**src/rtl/launcher_pkg.sv**
```systemverilog
// Shared types and defaults for the core launcher sequencer.
package launcher_pkg;

  typedef enum logic [2:0] {
    ST_IDLE,
    ST_LOAD,
    ST_READY,
    ST_BOOT,
    ST_RUN,
    ST_DONE,
    ST_ERR
  } launch_state_t;

  localparam int unsigned TIMEOUT_DEFAULT = 10000;

endpackage

```
**src/rtl/core_launcher_run_timer.sv**
```systemverilog
// RUN-phase cycle counter with clear/enable and a terminal count at TIMEOUT-1.
module run_timer
  import launcher_pkg::*;
#(
  parameter int unsigned CW      = 16,
  parameter int unsigned TIMEOUT = TIMEOUT_DEFAULT
) (
  input  logic          clk,
  input  logic          reset,
  input  logic          clr,
  input  logic          en,
  output logic [CW-1:0] count,
  output logic          tc
);

  always_ff @(posedge clk) begin
    if (reset || clr) begin
      count <= '0;
    end else if (en) begin
      count <= count + CW'(1);
    end
  end

  assign tc = (count == CW'(TIMEOUT - 1));

endmodule

```
**src/rtl/core_launcher.sv**
```systemverilog
// Loads machine code into instruction memory, then boots the core and times
// its run, with sticky overflow / timeout error reporting.
module core_launcher
  import launcher_pkg::*;
#(
  parameter int unsigned D       = 12,
  parameter int unsigned W       = 9,
  parameter int unsigned CW      = 16,
  parameter int unsigned TIMEOUT = TIMEOUT_DEFAULT
) (
  input  logic          clk,
  input  logic          reset,
  input  logic          ld_valid,
  input  logic [W-1:0]  ld_data,
  input  logic          ld_last,
  output logic          ld_ready,
  input  logic          start,
  output logic          im_wr_en,
  output logic [D-1:0]  im_addr,
  output logic [W-1:0]  im_dat,
  output logic          core_reset,
  output logic          core_req,
  input  logic          core_done,
  output logic          busy,
  output logic          finished,
  output logic          err,
  output logic [D:0]    prog_len,
  output logic [CW-1:0] cycles
);

  launch_state_t state, nxt;
  logic [D-1:0]  wr_ptr;
  logic [D-1:0]  wr_addr;
  logic          accept;
  logic          run_tc;

  assign accept  = ld_valid && ld_ready;
  // A fresh load (from IDLE or DONE) always restarts at address 0.
  assign wr_addr = (state == ST_LOAD) ? wr_ptr : '0;

  run_timer #(
    .CW      (CW),
    .TIMEOUT (TIMEOUT)
  ) u_timer (
    .clk   (clk),
    .reset (reset),
    .clr   (state == ST_BOOT),
    .en    ((state == ST_RUN) && !core_done),
    .count (cycles),
    .tc    (run_tc)
  );

  always_comb begin
    nxt = state;
    unique case (state)
      ST_IDLE:  if (accept) nxt = ld_last ? ST_READY : ST_LOAD;
      ST_LOAD: begin
        if (accept) begin
          if (ld_last)           nxt = ST_READY;
          else if (wr_ptr == '1) nxt = ST_ERR;
        end
      end
      ST_READY: if (start) nxt = ST_BOOT;
      ST_BOOT:  nxt = ST_RUN;
      ST_RUN: begin
        if (core_done)   nxt = ST_DONE;
        else if (run_tc) nxt = ST_ERR;
      end
      ST_DONE: begin
        if (accept)     nxt = ld_last ? ST_READY : ST_LOAD;
        else if (start) nxt = ST_BOOT;
      end
      ST_ERR:   nxt = ST_ERR;
      default:  nxt = ST_IDLE;
    endcase
  end

  // Status outputs are registered from the next state so they line up with it.
  always_ff @(posedge clk) begin
    if (reset) begin
      state      <= ST_IDLE;
      wr_ptr     <= '0;
      im_wr_en   <= 1'b0;
      im_addr    <= '0;
      im_dat     <= '0;
      prog_len   <= '0;
      ld_ready   <= 1'b1;
      busy       <= 1'b0;
      finished   <= 1'b0;
      err        <= 1'b0;
      core_reset <= 1'b1;
      core_req   <= 1'b0;
    end else begin
      state    <= nxt;
      im_wr_en <= accept;
      if (accept) begin
        im_addr <= wr_addr;
        im_dat  <= ld_data;
        wr_ptr  <= wr_addr + D'(1);
        if (ld_last) prog_len <= {1'b0, wr_addr} + (D+1)'(1);
      end
      ld_ready   <= (nxt == ST_IDLE) || (nxt == ST_LOAD) || (nxt == ST_DONE);
      busy       <= (nxt == ST_LOAD) || (nxt == ST_BOOT) || (nxt == ST_RUN);
      finished   <= (nxt == ST_DONE);
      err        <= (nxt == ST_ERR);
      core_reset <= (nxt != ST_RUN);
      core_req   <= (state == ST_BOOT);
    end
  end

endmodule

```
**config.mk**
```make
export PLATFORM = sky130hd
export DESIGN_NAME = core_launcher
export DESIGN_NICKNAME = d
export VERILOG_FILES = /design/src/rtl/launcher_pkg.sv /design/src/rtl/core_launcher_run_timer.sv /design/src/rtl/core_launcher.sv
export SDC_FILE = /design/constraint.sdc
export NUM_CORES = 1
export LEC_CHECK = 0
export ABC_AREA = 1
export BUFFER_PORTS_ARGS = -buffer_cell sky130_fd_sc_hd__buf_2
export CORE_MARGIN = 2
export CORE_UTILIZATION = 40
export DETAILED_ROUTE_END_ITERATION = 8
export GPL_TIMING_DRIVEN = 0
export PLACE_DENSITY = 0.68
export SLEW_MARGIN = 30
export SYNTH_ARGS = -nofsm -noshare
export SYNTH_HDL_FRONTEND = slang
export SYNTH_SLANG_ARGS = --single-unit
```
**constraint.sdc**
```tcl
create_clock -name clk -period 4.9 [get_ports clk]
set_input_delay 0.98 -clock clk [delete_from_list [all_inputs] [get_ports clk]]
set_output_delay 0.98 -clock clk [all_outputs]
set_load 0.01 [all_outputs]
```
### Word level (Yosys, flattened, before mapping)

Index checks and enable logic that the tools add are counted.

| cells by class | value |
|---|---|
| equality and inequality tests | 14 |
| reduce and logical (&&, ||, !) cells | 11 |
| add/sub/neg operators | 3 |
| muxes and demuxes | 11 |

Operators by type and width:

| operator | count |
|---|---|
| 3-bit two-way mux | 8 |
| 3-bit case mux with 7 select lines | 1 |
| 3-bit == test (second input constant) | 6 |
| 16-bit by 1-bit adder with 16-bit output (second input constant) | 1 |
| 16-bit by 14-bit == test with 1-bit output (second input constant) | 1 |
| 12-bit by 1-bit adder with 13-bit output (second input constant) | 1 |
| 12-bit by 1-bit adder with 12-bit output (second input constant) | 1 |
| 12-bit == test (second input constant) | 1 |
| 12-bit two-way mux | 1 |
| 3-bit by 2-bit == test with 1-bit output (second input constant) | 3 |
| 3-bit by 1-bit == test with 1-bit output (second input constant) | 2 |
| 3-bit zero test | 2 |
| 1-bit logical OR | 5 |
| 3-bit inequality test (second input constant) | 1 |
| 1-bit logical AND | 2 |
| 2-bit two-way mux | 1 |
| 2-bit AND reduction | 1 |
| 1-bit zero test | 1 |

| word-level totals | value |
|---|---|
| word-level logic and storage cells | 52 |
| input bits | 15 |
| flip-flop bits (word level) | 72 |
| output and inout port bits | 57 |

### Logic depth before layout (Yosys ltp)

Gate-level depths: netlist of run 1.

| logic depth | value |
|---|---|
| depth in word-level cells | 8 |
| depth in mapped cells | 15 |
| gate-level depth less buffers | 14 |

### Modules after synthesis

Synthesis of run 1 repeated with hierarchy kept, for this count alone.

| unflattened totals | value |
|---|---|
| cell total of the unflattened synthesis | 472 |
| area total of the unflattened synthesis | 3,419.5 um^2 |

By module, submodules not included:

| module | instances | sequential area each (um^2) | cells each | area each (um^2) |
|---|---|---|---|---|
| core_launcher | 1 | 1,121.1 | 331 | 2,504.9 |
| run_timer | 1 | 320.3 | 141 | 914.6 |

### Worst setup path before layout of run 1

OpenSTA, ideal clock, no wires.

| path | value |
|---|---|
| path kind | input -> register |
| from | in ld_valid |
| to | reg ld_ready |
| arrival | 1,909 ps |
| library setup time | 109 ps |
| setup slack | 2,882 ps |
| data required time | 4,791 ps |
| stages on the path | 9 |
| buffers on the path | 0 |
| path through | nand2_2 > inv_2 > nand2_2 > nand3_1 > nand4_1 > nor2_1 > nand2_1 > nand2_1 > inv_1 |

| on the way | value |
|---|---|
| word-level cells in the longest chain between the ends | 6 |
| elaborated cells on any way between the ends | 10 |
| those cells by class | eq/ne: 2; mux: 4; reduce/logical: 4 |

Ends and longest elaborated chain:

| what | line | text |
|---|---|---|
| start: declaration | core_launcher.sv:13 | `input logic ld_valid,` |
| 1-bit logical AND * | core_launcher.sv:37 | `assign accept = ld_valid && ld_ready;` |
| 3-bit two-way mux (on tied branches) | core_launcher.sv:70, core_launcher.sv:56, core_launcher.sv:58 |  |
| 3-bit case mux with 7 select lines * | core_launcher.sv:55 | `unique case (state)` |
| 3-bit by 1-bit == test with 1-bit output / 3-bit zero test (equally long branches) | core_launcher.sv:102 | `ld_ready <= (nxt == ST_IDLE) \|\| (nxt == ST_LOAD) \|\| (nxt == ST_DONE);` |
| 1-bit logical OR | core_launcher.sv:102 |  |
| 1-bit logical OR * | core_launcher.sv:102 |  |
| end signal: assignment | core_launcher.sv:102 |  |
| end: declaration | core_launcher.sv:16 | `output logic ld_ready,` |

Every way passes the cells marked *; elsewhere a longest branch is shown, timed or not.
A chain may end at the register's enable or synchronous reset.

### Final worst setup path of run 1

| path | value |
|---|---|
| from | reg state[1] |
| to | reg wr_ptr[8] |

| on the way | value |
|---|---|
| word-level cells in the longest chain between the ends | 3 |

Ends and longest elaborated chain:

| what | line | text |
|---|---|---|
| start: declaration | core_launcher.sv:31 | `launch_state_t state, nxt;` |
| start signal: assignment | core_launcher.sv:94 | `state <= nxt;` |
| 3-bit by 1-bit == test with 1-bit output | core_launcher.sv:39 | `assign wr_addr = (state == ST_LOAD) ? wr_ptr : '0;` |
| 12-bit two-way mux | core_launcher.sv:39 |  |
| net wr_addr[0] | core_launcher.sv:33 | `logic [D-1:0] wr_addr;` |
| 12-bit by 1-bit adder with 12-bit output | core_launcher.sv:99 | `wr_ptr <= wr_addr + D'(1);` |
| end signal: assignment | core_launcher.sv:99 |  |
| end: declaration | core_launcher.sv:32 | `logic [D-1:0] wr_ptr;` |

The timed path passes the listed nets, and every way through them passes these cells.

==> results of run 1 <==
layer usage:
layer	part of all wire	GRT usage	vias to the layer above
met5	0	0	-
met4	0.017	0.06501	0
met3	0.050	0.04841	16
met2	0.47	0.3152	98
met1	0.46	0.2606	1580
li1	-	-	1753
final cells by class:
type / instances / area (um^2) / area share
Multi-Input combinational cell: 340 / 1659 / 0.4000
Sequential cell: 72 / 1441 / 0.3475
Timing Repair Buffer: 71 / 355.3 / 0.08567
Inverter: 67 / 251.5 / 0.06063
Clock buffer: 11 / 151.4 / 0.03650
Tap cell: 105 / 131.4 / 0.03167
Clock inverter: 5 / 78.83 / 0.01900
Buffer: 17 / 78.83 / 0.01900
path summary, 6_finish.rpt:
kind / startpoint / end / slack, ns / cells past startpoint
min: prog_len[1]$_SDFFE_PP0P_ / prog_len[1]$_SDFFE_PP0P_ / 0.47 / 2
min reg2reg: prog_len[1]$_SDFFE_PP0P_ / prog_len[1]$_SDFFE_PP0P_ / 0.47 / 2
max: state[1]$_SDFF_PP0_ / wr_ptr[8]$_SDFFE_PP0P_ / 2.57 / 14
max reg2reg: state[1]$_SDFF_PP0_ / wr_ptr[8]$_SDFFE_PP0P_ / 2.57 / 14
cells by family (layout without fill, tap and decap cells):
kind of cell | count (synthesis) | after routing
buffers and inverters | 84 | 171
and+or+nand+nor | 253 | 253
AOI/OAI and AO/OA | 77 | 77
adders and majority gates | 2 | 2
xor gates and xnor gates | 8 | 8
DFF | 72 | 72
flip-flops by register name (all words and copies together) (netlist names):
signal and cells:
u_timer.count 16, prog_len 13, im_addr 12, wr_ptr 12, im_dat 9, state 3, busy 1, core_req 1
core_reset 1, err 1, finished 1, im_wr_en 1, ld_ready 1
power by group:
part | total, mW | switching [mW] | leakage [nW] | internal [mW]
Clock | 0.541 | 0.227 | 0.119 | 0.314
Combinational | 0.205 | 0.136 | 1.21 | 0.0686
Sequential | 0.645 | 0.0250 | 0.588 | 0.620
worst max-delay path: cells and delay by family, from the launching register on:
kind / cells / cell delay (ns)
buf+inv: 4 / 0.48
flops: 1 / 0.38
xor+xnor: 1 / 0.22
fa+ha+maj: 1 / 0.16
simple gates: 7 / 0.88
compound gates: 1 / 0.09
layout by cell type, fill, tap and decap left out, drive strengths merged:
cell type | Yosys | layout
nand2 | 103 | 103
buf | 7 | 78
nor2 | 78 | 78
dfxtp | 72 | 72
inv | 67 | 67
nand3 | 44 | 44
o21ai | 39 | 39
a21oi | 28 | 28
clkbuf | 10 | 21
nand4 | 14 | 14
nor3 | 12 | 12
o21bai | 5 | 5
xor2 | 5 | 5
o21a | 3 | 3
xnor2 | 3 | 3
clkinv | 0 | 3
ha | 2 | 2
bufinv | 0 | 2
nor3b | 2 | 2
a211oi | 1 | 1
a21boi | 1 | 1
==> flow_metrics.py, run 1 <==
metrics = {
    "logic_synthesis": {
        "synth_top_family_by_area": "simple AND/OR/NAND/NOR gates",
        "gate_count_of_the_mapped_netlist": 496,
        "post_synth_main_area_contributors": "sky130_fd_sc_hd__dfxtp_1 (42%), sky130_fd_sc_hd__nand2_1 (11%), sky130_fd_sc_hd__nor2_1 (7.3%), sky130_fd_sc_hd__inv_1 (6.6%), sky130_fd_sc_hd__nand3_1 (6.1%)",
        "synth_seq_area_share": 0.4201,
        "yosysWarningCount": 0,
        "synth_xor_area_frac": 0.02042,
        "synth_simple_gate_area_frac": 0.3352,
        "number_of_flops_mapped_to_enable_cells_by_yosys": 0,
        "post_synth_fa_ha_maj_area_fraction": 0.007294,
        "synth_top_flop_cell": "sky130_fd_sc_hd__dfxtp_1",
        "ys_top_cells_by_count": "sky130_fd_sc_hd__nand2_1 (97), sky130_fd_sc_hd__dfxtp_1 (72), sky130_fd_sc_hd__nor2_1 (67)",
        "syn-cell-area_um2": 3431,
        "syn-mean-instance-area_um2": 6.917,
        "synth_top_cell_area_share": 0.4201,
        "synth_seq_cells": 72,
        "yosys-mux-area-fraction": 0,
        "syn_nets": 513,
        "synth-async-reset-ratio": 0,
        "synth.lib_cells_used.distinct": 29,
        "synthMostInstantiatedCell": "sky130_fd_sc_hd__nand2_1",
        "yosys.area.top_type": "sky130_fd_sc_hd__dfxtp_1",
        "post_synthesis_compound_gate_area_fraction": 0.1207,
    },
    "die": {
        "core-area_um2": 8258,
        "floorplan.initialDensity": 0.4155,
        "die-area_um2": 9333,
        "die_h_um": 96.61,
        "std_cell_rows": 33,
        "die_x_um": 96.61,
        "ios": 72,
    },
    "layout": {
        "layout-drive-gt1-share": 0.2127,
        "syn_to_final_growth_pct": 20.90,
        "final_design_area_no_fill_um2": 4148,
        "fillerInstances": 892,
        "diodes": 0,
        "layout_utilization": 0.5023,
        "instances_no_fill": 688,
        "num-nets-final": 595,
    },
    "detailed_routing": {
        "drc": 0,
        "postRouteWirelength_mm": 9.046,
        "ant_nets": 0,
        "vias": 3447,
        "detail_route.iter0.violations": 142,
        "avgRoutedWirePerCell_um": 13.15,
        "vias_per_cell": 5.010,
        "drtPass1Iterations": 5,
    },
    "worst_hold_path": {
        "worst_hold_path_type": "reg -> reg",
    },
    "clock_network": {
        "worst_setup_hold_path_clk_slew_ns": 0.08,
        "cts-root-buf": "sky130_fd_sc_hd__clkbuf_8",
        "htreeDepth": 3,
        "post_cts_resize_count": 0,
        "cts.path.max_buffers": 2,
        "post_cts_hold_buffer_count": 0,
        "cts_tree": "built",
        "postCtsSetupBuffers": 0,
        "clock_sink_count": 72,
        "cts_made_buffers": 9,
        "worstSkewPairLatency_ns": 0.35,
    },
    "critical_path": {
        "critical_path.endpoint_type": "register",
        "setup.worst_path.start_class": "register",
        "critPathArrivalTime_ns": 2.56,
        "worst_path_cell_trace": "inv_2 -> nand2_2 -> nor2_4 -> buf_6 -> nand2_1 -> inv_1 -> ha_1 -> inv_1 -> nor2_1 -> nand2_1 -> nor2_2 -> nand2_1 -> xnor2_1 -> a21oi_1",
        "critPathSlowestCell": "sky130_fd_sc_hd__dfxtp_1",
        "crit_path_max_incr_delay_ns": 0.38,
        "required_ns": 5.13,
        "crit_fanout": 10,
        "timing.critical_path.mode_cell": "sky130_fd_sc_hd__nand2_1",
        "worst-setup-path-type": "reg -> reg",
    },
    "job": {
        "maxCapViolCount": 0,
    },
    "timing": {
        "setup-violations-final": 0,
        "rsz_0062_raised_after_global_routing": "false",
        "setup_ws_ns": 2.571,
        "finalHoldViolCount": 0,
        "skew_ns": 0.006852,
        "drv_slew": 0,
        "achievable-frequency_ghz": 0.4294,
        "max_slew_margin": 0.6183,
        "transition_time_at_the_pin_with_the_least_slew_margin_ns": 0.5725,
        "finalHoldWorstSlack_ns": 0.4679,
        "finalWorstPathRequiredPeriod_ns": 2.329,
        "final.period_utilization": 0.4752,
        "tns_ns": 0,
    },
    "global_route": {
        "grt_pass1_wl_mm": 15.15,
        "grt_overflow_total": 0,
        "grt_start_max_net_pins": 13,
        "gr-usage-all-layers": 0.1969,
        "first_global_vias": 3144,
        "initial_antenna_violation_count": 0,
    },
    "outcome": {
        "result_of_the_run": "finished, final reports clean",
    },
    "power_and_ir_drop": {
        "post-layout-total-power_mw": 1.391,
        "vdd_drop_max_v": 0.0001361,
        "total_leakage_power_nw": 1.913,
        "power_density_nw_per_um2": 335.3,
    },
    "placed_design": {
        "dpl.cell_count": 672,
        "port_bufs": 71,
        "place_worst_setup_slack_ns": 2.439,
        "hpwl_mm": 6.768,
        "placement.cell_area_um2": 3918,
        "finalWeightedCongestion": 0.9265,
    },
}
Power figures use the tool's default switching activity.
==> run 2: changes to the inputs <==
- ABC_AREA: 1 -> 0
- PLACE_DENSITY: 0.68 -> 0.69
- clock period: 4.9 -> 2.4 ns (I/O delays scaled with it)
==> flow_metrics.py, run 2 <==
metrics = {
    "die": {
        "core-area_um2": 7647,
        "die-area_um2": 8527,
        "die_x_um": 92.34,
        "ios": 72,
        "die_h_um": 92.34,
        "floorplan.initialDensity": 0.4082,
        "std_cell_rows": 32,
    },
    "power_and_ir_drop": {
        "vdd_drop_max_v": 0.0002922,
        "power_density_nw_per_um2": 618.6,
        "total_leakage_power_nw": 1.560,
    },
    "logic_synthesis": {
        "synth_seq_cells": 72,
        "yosys.area.top_type": "sky130_fd_sc_hd__dfxtp_1",
        "synthMostInstantiatedCell": "sky130_fd_sc_hd__dfxtp_1",
        "synth.lib_cells_used.distinct": 42,
        "synth_top_flop_cell": "sky130_fd_sc_hd__dfxtp_1",
        "gate_count_of_the_mapped_netlist": 380,
        "post_synth_main_area_contributors": "sky130_fd_sc_hd__dfxtp_1 (46%), sky130_fd_sc_hd__nand2_1 (8.1%), sky130_fd_sc_hd__nor2_1 (6.0%), sky130_fd_sc_hd__a21oi_1 (5.5%), sky130_fd_sc_hd__xor2_1 (4.2%)",
        "syn-mean-instance-area_um2": 8.215,
        "synth_top_cell_area_share": 0.4617,
        "synth-async-reset-ratio": 0,
        "syn_nets": 397,
        "ys_top_cells_by_count": "sky130_fd_sc_hd__dfxtp_1 (72), sky130_fd_sc_hd__nand2_1 (67), sky130_fd_sc_hd__nor2_1 (50)",
        "number_of_flops_mapped_to_enable_cells_by_yosys": 0,
        "syn-cell-area_um2": 3122,
        "yosysWarningCount": 0,
        "synth_seq_area_share": 0.4617,
    },
    "timing": {
        "finalHoldWorstSlack_ns": 0.3528,
        "max_slew_margin": 0.6231,
        "setup-violations-final": 0,
        "tns_ns": 0,
        "skew_ns": 0.009429,
        "finalWorstPathRequiredPeriod_ns": 2.276,
        "transition_time_at_the_pin_with_the_least_slew_margin_ns": 0.5642,
        "drv_slew": 0,
        "rsz_0062_raised_after_global_routing": "false",
        "finalHoldViolCount": 0,
        "achievable-frequency_ghz": 0.4393,
        "final.period_utilization": 0.9485,
    },
    "global_route": {
        "initial_antenna_violation_count": 0,
        "grt_pass1_wl_mm": 12.70,
        "first_global_vias": 2681,
        "grt_overflow_total": 0,
        "grt_start_max_net_pins": 14,
        "gr-usage-all-layers": 0.1870,
    },
    "critical_path": {
        "crit_fanout": 10,
        "setup.worst_path.start_class": "register",
        "critPathArrivalTime_ns": 2.51,
        "worst-setup-path-type": "reg -> reg",
        "required_ns": 2.63,
        "critical_path.endpoint_type": "register",
    },
    "clock_network": {
        "worst_setup_hold_path_clk_slew_ns": 0.08,
        "clock_sink_count": 72,
        "cts.path.max_buffers": 2,
        "cts-root-buf": "sky130_fd_sc_hd__clkbuf_8",
        "cts_tree": "built",
        "worstSkewPairLatency_ns": 0.36,
        "cts_made_buffers": 9,
        "htreeDepth": 3,
    },
    "outcome": {
        "result_of_the_run": "finished, final reports clean",
    },
    "layout": {
        "layout_commonest_cell": "sky130_fd_sc_hd__buf_2",
        "layout-drive-gt1-share": 0.2308,
        "num-nets-final": 480,
        "syn_to_final_growth_pct": 23.57,
        "regMostFlops": "u_timer.count",
        "largest_registers": "u_timer.count (16), prog_len (13)",
        "diodes": 0,
        "largest_reg_flops": 16,
        "fillerInstances": 740,
        "most_frequent_cells_in_the_layout": "sky130_fd_sc_hd__buf_2 (72), sky130_fd_sc_hd__dfxtp_1 (71), sky130_fd_sc_hd__nand2_1 (67)",
    },
    "detailed_routing": {
        "vias_per_cell": 5.274,
        "drtPass1Iterations": 5,
        "ant_nets": 0,
        "detail_route.iter0.violations": 166,
        "drc": 0,
        "avgRoutedWirePerCell_um": 13.55,
        "vias": 3006,
        "postRouteWirelength_mm": 7.724,
    },
    "placed_design": {
        "hpwl_mm": 5.564,
        "port_bufs": 70,
        "finalWeightedCongestion": 0.8616,
    },
    "job": {
        "maxCapViolCount": 0,
    },
    "worst_hold_path": {
        "worst_hold_path_type": "in -> reg",
    },
}
-- run 2: cell types whose count changed after synthesis, sizes merged, moves of 25 or more --
| cell | previous run | this run |
|---|---|---|
| nand3 | 44 | 19 |
| inv | 67 | 1 |
| nor2 | 78 | 50 |
| o21ai | 39 | 11 |
| nand2 | 103 | 67 |
-- run 2: timing repair --
item                                    CTS  global route
resized for setup                        10             3
buffers inserted                          1             1
pin swaps                                 1             1
hold buffers                              0             0
endpoints found under the setup margin    9             4
hold endpoints to repair                  0             0
-- run 2: stage by stage --
stage / cell area, um^2 / power, mW / setup WS, ns / util / std cells
CTS: 3845 / 2.403 / 0.02319 / 0.5028 / 569
finish: 3857 / 2.386 / 0.1236 / 0.5044 / 570
detailed placement: 3616 / 1.535 / -0.4379 / 0.4728 / 552
floorplan: 3138 / 1.446 / 0.05939 / - / 380
global route: 3857 / 2.496 / 0.01464 / 0.5044 / 570
global placement: 3616 / 1.531 / -0.4180 / 0.4728 / 552
-- run 2: logic make-up (layout without fill, tap and decap cells) --
group,count (synthesis),in the layout,share of synthesized area
AO/OA/AOI/OAI,71,71,0.1415
buffers and inverters,25,113,0.03166
flip-flops,72,72,0.4617
adder cells (fa/ha/maj),2,2,0.008015
AND/OR/NAND/NOR,186,186,0.2898
XOR/XNOR,24,24,0.06734
-- run 2: final cells by class --
cell class | instances | area, um^2 | area share
sequential | 72 | 1443 | 0.3740
buffer | 24 | 111.4 | 0.02887
inverter | 1 | 3.754 | 0.0009731
tap | 102 | 127.6 | 0.03308
clock buffer | 9 | 123.9 | 0.03211
multi-input combinational | 283 | 1635 | 0.4239
clock inverter | 7 | 47.55 | 0.01233
timing repair buffer | 72 | 365.4 | 0.09471
-- run 2: report_power, final --
group          switching [mW]  total [mW]  internal (mW)  leakage [nW]
sequential             0.0255        1.25           1.23         0.584
clock                   0.486       0.860          0.374        0.0854
combinational           0.175       0.273         0.0988         0.890
total                   0.686        2.39           1.70          1.56
-- run 2: final timing paths --
kind | from | end | slack (ns) | depth (start not counted)
max | state[1]$_SDFF_PP0_ | wr_ptr[10]$_SDFFE_PP0P_ | 0.12 | 10
min | ld_data[3] | im_dat[3]$_SDFFE_PP0P_ | 0.35 | 3
max reg2reg | state[1]$_SDFF_PP0_ | wr_ptr[10]$_SDFFE_PP0P_ | 0.12 | 10
min reg2reg | prog_len[4]$_SDFFE_PP0P_ | prog_len[4]$_SDFFE_PP0P_ | 0.45 | 2
-- run 2: metal layers --
metal  global-route usage  routed length, um
met5                    0                  0
met2               0.2883               3464
met4              0.07836                183
met3              0.04963                431
met1               0.2477               3644
-- run 2: worst max-delay path, stage by stage, from the launching register on --
cell and delay [ns]:
sky130_fd_sc_hd__dfxtp_1 0.36, sky130_fd_sc_hd__clkbuf_4 0.21, sky130_fd_sc_hd__nor3b_4 0.24, sky130_fd_sc_hd__buf_8 0.16, sky130_fd_sc_hd__and2_1 0.19, sky130_fd_sc_hd__ha_4 0.19, sky130_fd_sc_hd__nand3_4 0.14, sky130_fd_sc_hd__nor4_4 0.28
sky130_fd_sc_hd__o21ai_0 0.12, sky130_fd_sc_hd__a22oi_1 0.20, sky130_fd_sc_hd__nor2_1 0.06
==> run 3: changes to the inputs <==
- RECOVER_POWER: unset -> 50
==> flow_metrics.py, run 3 (synthesis gave the netlist of run 2 again) <==
metrics = {
    "placed_design": {
        "dpl.cell_count": 552,
        "port_bufs": 70,
        "hpwl_mm": 5.564,
        "finalWeightedCongestion": 0.8616,
        "placement.cell_area_um2": 3616,
        "place_worst_setup_slack_ns": -0.4379,
    },
    "worst_hold_path": {
        "worst_hold_path_type": "in -> reg",
        "holdPathStages": 3,
    },
    "global_route": {
        "grt_pass1_wl_mm": 12.70,
        "gr-usage-all-layers": 0.1870,
        "initial_antenna_violation_count": 0,
        "grt_busiest_layer": "met2",
        "grt_util_met3": 0.04963,
        "grt_overflow_total": 0,
        "grt.met2_usage": 0.2883,
        "grt_start_max_net_pins": 14,
        "globalRouteMet1Util": 0.2477,
        "first_global_vias": 2681,
    },
    "critical_path": {
        "r2r_cells": 10,
        "required_ns": 2.63,
        "setup.worst_path.start_class": "register",
        "critPathSlowestCell": "sky130_fd_sc_hd__dfxtp_1",
        "critical_path.endpoint_type": "register",
        "critPathArrivalTime_ns": 2.50,
        "crit_fanout": 10,
        "crit_path_max_incr_delay_ns": 0.36,
        "worst_path_cell_trace": "clkbuf_4 -> nor3b_4 -> buf_8 -> and2_1 -> ha_4 -> nand3_4 -> nor4_4 -> o21ai_0 -> a22oi_1 -> nor2_1",
        "worst-setup-path-type": "reg -> reg",
    },
    "layout": {
        "syn_to_final_growth_pct": 21.28,
        "num-nets-final": 480,
        "diodes": 0,
        "regMostFlops": "u_timer.count",
        "layout-drive-gt1-share": 0.1090,
        "layout_utilization": 0.4951,
        "layout_commonest_cell": "sky130_fd_sc_hd__clkbuf_1",
        "instances_no_fill": 570,
        "sequential_cell_area_um2": 1443,
        "final_design_area_no_fill_um2": 3786,
        "largest_registers": "u_timer.count (16), prog_len (13)",
        "area_taken_by_multi_input_logic_gates_um2": 1635,
        "most_frequent_cells_in_the_layout": "sky130_fd_sc_hd__clkbuf_1 (76), sky130_fd_sc_hd__dfxtp_1 (71), sky130_fd_sc_hd__nand2_1 (67)",
        "fillerInstances": 765,
        "largest_reg_flops": 16,
    },
    "timing": {
        "setup-violations-final": 0,
        "transition_time_at_the_pin_with_the_least_slew_margin_ns": 0.5719,
        "final.period_utilization": 0.9458,
        "finalHoldWorstSlack_ns": 0.3509,
        "finalHoldViolCount": 0,
        "finalWorstPathRequiredPeriod_ns": 2.270,
        "max_slew_margin": 0.6179,
        "setup_ws_ns": 0.1301,
        "achievable-frequency_ghz": 0.4405,
        "tns_ns": 0,
        "skew_ns": 0.008942,
        "rsz_0062_raised_after_global_routing": "false",
        "drv_slew": 0,
    },
    "power_and_ir_drop": {
        "post-layout-total-power_mw": 2.382,
        "power_density_nw_per_um2": 629.1,
        "vdd_drop_max_v": 0.0002936,
        "total_leakage_power_nw": 1.321,
    },
    "outcome": {
        "result_of_the_run": "finished, final reports clean",
    },
    "clock_network": {
        "clock_sink_count": 72,
        "worst_setup_hold_path_clk_slew_ns": 0.08,
        "cts.path.max_buffers": 2,
        "cts-root-buf": "sky130_fd_sc_hd__clkbuf_8",
        "htreeDepth": 3,
        "cts_tree": "built",
        "worstSkewPairLatency_ns": 0.36,
        "cts_made_buffers": 9,
    },
    "job": {
        "maxCapViolCount": 0,
    },
    "die": {
        "floorplan.initialDensity": 0.4082,
        "std_cell_rows": 32,
        "die_h_um": 92.34,
        "die-area_um2": 8527,
        "core-area_um2": 7647,
        "ios": 72,
        "die_x_um": 92.34,
    },
    "detailed_routing": {
        "detail_route.iter0.violations": 148,
        "vias": 2974,
        "avgRoutedWirePerCell_um": 13.64,
        "vias_per_cell": 5.218,
        "postRouteWirelength_mm": 7.776,
        "drtPass1Iterations": 5,
        "ant_nets": 0,
        "drc": 0,
    },
}
run 3: cell types whose count changed in the layout (fill, tap and decap cells not counted), sizes merged:
cell	before	now
buf	76	19
clkbuf	29	86
run 3: cell type report:
class,count,area share
well taps,102,0.03371
clock buffers,9,0.03272
inverters,1,0.0009914
flip-flops and latches,72,0.3810
repair buffers,72,0.07766
multi-input cells,283,0.4319
plain buffers,24,0.02941
clock inverters,7,0.01256
run 3: timing repair:
| item | CTS | global route |
|---|---|---|
| setup buffers | 1 | 1 |
| resized for setup | 10 | 3 |
| endpoints found under the setup margin | 9 | 4 |
| pin swaps | 1 | 1 |
| hold buffers | 0 | 0 |
run 3: worst paths after layout:
kind	startpoint	end	slack (ns)
max	state[1]$_SDFF_PP0_	wr_ptr[10]$_SDFFE_PP0P_	0.13
min	ld_data[8]	im_dat[8]$_SDFFE_PP0P_	0.35
max reg2reg	state[1]$_SDFF_PP0_	wr_ptr[10]$_SDFFE_PP0P_	0.13
min reg2reg	prog_len[12]$_SDFFE_PP0P_	prog_len[12]$_SDFFE_PP0P_	0.45
run 3: worst max-delay path: cells and delay by family, from the launching register on:
| kind | cells | cell delay (ns) |
|---|---|---|
| fa+ha+maj | 1 | 0.19 |
| buf+inv | 2 | 0.36 |
| simple gates | 5 | 0.90 |
| flops | 1 | 0.36 |
| compound gates | 2 | 0.32 |
run 3: power by group:
group          leakage (nW)  internal (mW)  switching [mW]
combinational         0.651         0.0920           0.175
sequential            0.584           1.23          0.0265
clock                0.0854          0.374           0.487
run 3: per-layer routing:
metal / routed length, um / part of all wire
met5: 0 / 0
met4: 146 / 0.019
met3: 484 / 0.062
met2: 3495 / 0.45
met1: 3649 / 0.47
